## src/rtl/karatsuba_mul_arbiter.sv

```systemverilog
// karatsuba_mul_arbiter: round-robin share of one multiplier (mul_*) among NREQ requesters (req_*), tagged valid/ready responses (resp_*), watchdog error on missing completion
module karatsuba_mul_arbiter #(
  parameter int NREQ = 4,
  parameter int IDW = 2,
  parameter int TIMEOUT = 64,
  parameter int MIN_LAT = 1
) (
  input  logic                 clk,
  input  logic                 rst,
  input  logic [NREQ-1:0]      req_valid,
  output logic [NREQ-1:0]      req_ready,
  input  logic [64*NREQ-1:0]   req_a,
  input  logic [64*NREQ-1:0]   req_b,
  output logic                 resp_valid,
  input  logic                 resp_ready,
  output logic [IDW-1:0]       resp_id,
  output logic [127:0]         resp_p,
  output logic                 resp_err,
  output logic                 mul_start,
  output logic [63:0]          mul_a,
  output logic [63:0]          mul_b,
  input  logic [127:0]         mul_p,
  input  logic                 mul_valid,
  output logic                 busy
);
  localparam int WW = $clog2(TIMEOUT);
  localparam logic [WW-1:0] WD_LAST = WW'(TIMEOUT - 1);
  localparam logic [WW-1:0] WD_MIN = WW'(MIN_LAT);
  typedef enum logic [1:0] {IDLE, ISSUE, WAIT, RESP} state_t;
  state_t state, nxt;
  logic [IDW-1:0] rr_ptr, win, id_q;
  logic [WW-1:0] wd;
  logic found, take, done_ok, done_to, hs;
  function automatic logic [IDW-1:0] wrap(input int v);
    return IDW'(v >= NREQ ? v - NREQ : v);
  endfunction
  always_comb begin
    win = '0;
    for (int i = NREQ - 1; i >= 0; i--)
      if (req_valid[wrap(int'(rr_ptr) + i)]) win = wrap(int'(rr_ptr) + i);
    found = |req_valid;
    take = state == IDLE && found;
    done_ok = state == WAIT && wd >= WD_MIN && mul_valid;
    done_to = state == WAIT && wd == WD_LAST;
    hs = state == RESP && resp_ready;
    nxt = take ? ISSUE : state == ISSUE ? WAIT : (done_ok || done_to) ? RESP : hs ? IDLE : state;
    req_ready = take ? NREQ'(1) << win : '0;
    mul_start = state == ISSUE;
    resp_valid = state == RESP;
    busy = state != IDLE;
  end
  always_ff @(posedge clk or posedge rst)
    if (rst) state <= IDLE;
    else state <= nxt;
  always_ff @(posedge clk or posedge rst) begin
    if (rst) begin
      rr_ptr <= '0;
      id_q <= '0;
      mul_a <= '0;
      mul_b <= '0;
      wd <= '0;
      resp_id <= '0;
      resp_p <= '0;
      resp_err <= 1'b0;
    end else begin
      if (take) begin
        mul_a <= req_a[64*int'(win) +: 64];
        mul_b <= req_b[64*int'(win) +: 64];
        id_q <= win;
        rr_ptr <= wrap(int'(win) + 1);
      end
      wd <= state == WAIT ? wd + 1'b1 : '0;
      if (done_ok || done_to) begin
        resp_id <= id_q;
        resp_p <= done_ok ? mul_p : '0;
        resp_err <= !done_ok;
      end
    end
  end
endmodule

```

## config.mk

```make
export PLATFORM = sky130hd
export DESIGN_NAME = karatsuba_mul_arbiter
export DESIGN_NICKNAME = d
export VERILOG_FILES = /design/src/rtl/karatsuba_mul_arbiter.sv
export SDC_FILE = /design/constraint.sdc
export NUM_CORES = 1
export LEC_CHECK = 0
export ABC_AREA = 1
export CORE_AREA = 2 2 360 362
export DETAILED_ROUTE_END_ITERATION = 8
export DIE_AREA = 0 0 362 364
export PLACE_DENSITY = 0.4
export SLEW_MARGIN = 10
export SYNTH_ARGS = -nofsm -noshare
export SYNTH_HDL_FRONTEND = slang
export SYNTH_SLANG_ARGS = --single-unit
```

## constraint.sdc

```tcl
create_clock -name clk -period 20.6 [get_ports clk]
set_input_delay 2.06 -clock clk [delete_from_list [all_inputs] [get_ports clk]]
set_output_delay 2.06 -clock clk [all_outputs]
set_load 0.01 [all_outputs]
```

==> out/metrics.yaml <==
yosys:
  netlist_area_mm2: 0.0165
  synth_seq_area_share: 0.410
  synthesis.instances: 2540
  async_flop_share: 1.00
  synth_edf_count: 0
  yosysWarnings: 0
  syn_nets: 3195
  ys_ff_latch: 271
  synth.avg_cell_area_um2: 6.51
  ys.flop_type: "dfrtp_1"
  synth_cell_types: 31
  synth_top_area_frac: 0.410
  yosysTopAreaCell: "dfrtp_1"
  yosys-top-cells-area: "dfrtp_1, nand2_1, nand3_1"
clock_network:
  clk_path_buf_depth: 3
  clock-sinks: 271
  path_clk_slew_ps: 50
  h-tree-depth: 2
  cts_resized: 0
  cts_tree: "yes"
  clk_root_buffer_cell: "clkbuf_16"
  clk_latency_ps: 590
  hold_buffers: 0
  cts-buffers-inserted: 39
  cts_setup_buffers: 0
sta:
  fin_worst_skew_ps: 25.2
  timing.final.crit_period_ps: 7340
  worst_slew_pin_slew_ps: 1060
  maxSlewViolCount: 0
  relSlewSlack: 0.294
  max_freq_ghz: 0.136
  fin_crit_sh: 0.356
  setup_viol_count_final: 0
  hold_violations: 0
  rsz0062_at_grt: "false"
  fin_setup_tns_ps: 0
critical_path:
  crit_fanout: 90
  cp.required_ps: 18540
  arrival_ps: 5280
  rrSetupSlack_ps: 16650
  worst-setup-path-type: "primary input to primary output"
  critPathLaunchType: "primary input"
  worstSetupEndpointType: "primary output"
floorplan:
  die_h_um: 364
  initial_utilization: 0.129
  die_x_um: 362
  ioPinCount: 914
  die_area_mm2: 0.132
  std_cell_rows: 132
  coreArea_mm2: 0.128
place:
  hpwl_mm: 67.1
  gp_congestion: 0.839
  io_buffers: 913
detailed_routing:
  dr.pass1.iters: 5
  wl_met3_mm: 6.62
  viasPerCell: 3.67
  routed-wl-met2_mm: 44.3
  postRouteWirelength_mm: 89.7
  highest_layer: "met5"
  drcViolationCount: 0
  antenna_left: 0
  wl_met1_mm: 36.3
  wl_per_cell_um: 17.7
  vias: 18604
  drtIter0Drc: 987
hold_path:
  hold_class: "flip-flop to flip-flop"
pwr:
  power_mw: 4.20
  p_sw_frac: 0.473
  clkPwrFrac: 0.165
  power_frac_comb: 0.613
  p_leak_nw: 14.2
  power_density_mw_per_mm2: 147
  ir_drop_mv: 0.169
  seq_power_share: 0.221
  p_int_mw: 2.21
  p_sw_mw: 1.99
grt:
  antenna_found_initial: 16
  grt_use_total: 0.130
  grt_pass1_wl_mm: 127
  grt_pass1_vias: 18504
  gr-total-overflow: 0
  grt_max_degree: 216
finish:
  area_growth_pct: 73.1
  nets: 4017
  final_cell_mix: "clkdlybuf4s50_1, nand2_1, inv_1"
  final_common_cell: "clkdlybuf4s50_1"
  layout-drive-gt1-share: 0.0396
  fillerInstances: 14462
status:
  status: "complete, no violations"
job:
  max_cap_viol_count: 0
## critical path: stages
cell             delay (ps)
clkdlybuf4s50_1         510
inv_1                    70
o21ai_1                 150
nand2_1                  90
nand3_1                 160
nand2_1                 150
nand2_8                 420
nand2_8                 420
inv_1                   210
ha_1                    210
inv_1                    50
nor2_1                  100
clkdlybuf4s50_1         550
## final timing paths
check / start / end / depth (start not counted)
min in group asynchronous: rst / resp_p[123] / 2
max in group asynchronous: rst / mul_a[41] / 3
setup / recovery: req_valid[3] / req_ready[0] / 13
setup reg to reg: rr_ptr[0] / mul_b[23] / 13
hold / removal: mul_a[58] / mul_a[58] / 2
hold reg to reg: mul_a[58] / mul_a[58] / 2
## metal layers
metal	vias to the layer above	GRT usage
met5	-	0
met4	8	0.0388
met3	112	0.0368
met2	583	0.227
met1	8677	0.154
li1	9224	-
## registers in the layout (all words and copies together) (netlist names)
| name | cells |
|---|---|
| id_q | 2 |
| mul_a | 64 |
| mul_b | 64 |
| resp_err | 1 |
| resp_id | 2 |
| resp_p | 128 |
| rr_ptr | 2 |
| state | 2 |
| wd | 6 |
## through the flow
step / instances / hold WS (ps) / instance area [µm²] / setup slack (ps) / utilization
after floorplan: 2540 / 450 / 16500 / 11070 / -
after global placement: 4996 / 454 / 27300 / 13120 / 0.213
after detailed placement: 4996 / 464 / 27300 / 13170 / 0.213
after CTS: 5063 / 479 / 28600 / 13170 / 0.223
after global routing: 5069 / 495 / 28600 / 12910 / 0.223
final: 5069 / 474 / 28600 / 13260 / 0.223
## power by group through the flow
stage / clock network [mW] / logic (mW) / registers (mW)
final: 0.693 / 2.58 / 0.930
after floorplan: 0 / 1.30 / 1.04
after global routing: 0.748 / 2.87 / 0.966
after CTS: 0.727 / 2.65 / 0.933
after global placement: 0 / 2.64 / 0.934
after detailed placement: 0 / 2.64 / 0.935
## synth_stat cells, types with 3 or more instances
cell type,instances
or2_2,39
o21ai_0,134
nand3_1,474
nor2_1,18
nand2_1,792
inv_2,7
clkbuf_1,57
or2_0,34
or2_1,17
buf_4,4
a21oi_1,3
inv_1,574
ha_1,7
dfrtp_1,271
buf_2,90
## final cells by class
| type | count | area (µm²) | share of cell area |
|---|---|---|---|
| clock buffers | 55 | 1110 | 0.0386 |
| multi-input cells | 1536 | 6960 | 0.243 |
| inverters | 581 | 2190 | 0.0766 |
| well taps | 1675 | 2100 | 0.0732 |
| repair buffers | 933 | 9310 | 0.325 |
| diodes | 6 | 15.0 | 0.000524 |
| clock inverters | 12 | 171 | 0.00599 |
| flip-flops and latches | 271 | 6780 | 0.237 |
## kinds of logic after synthesis
| logic type | count (synthesis) | share of synthesized area |
|---|---|---|
| AOI/OAI and AO/OA | 145 | 0.0452 |
| and+or+nand+nor | 1384 | 0.366 |
| adders and majority gates | 7 | 0.00529 |
| DFF | 271 | 0.410 |
| buffers and inverters | 733 | 0.174 |
Note: power is estimated with default switching activity, not from simulation.
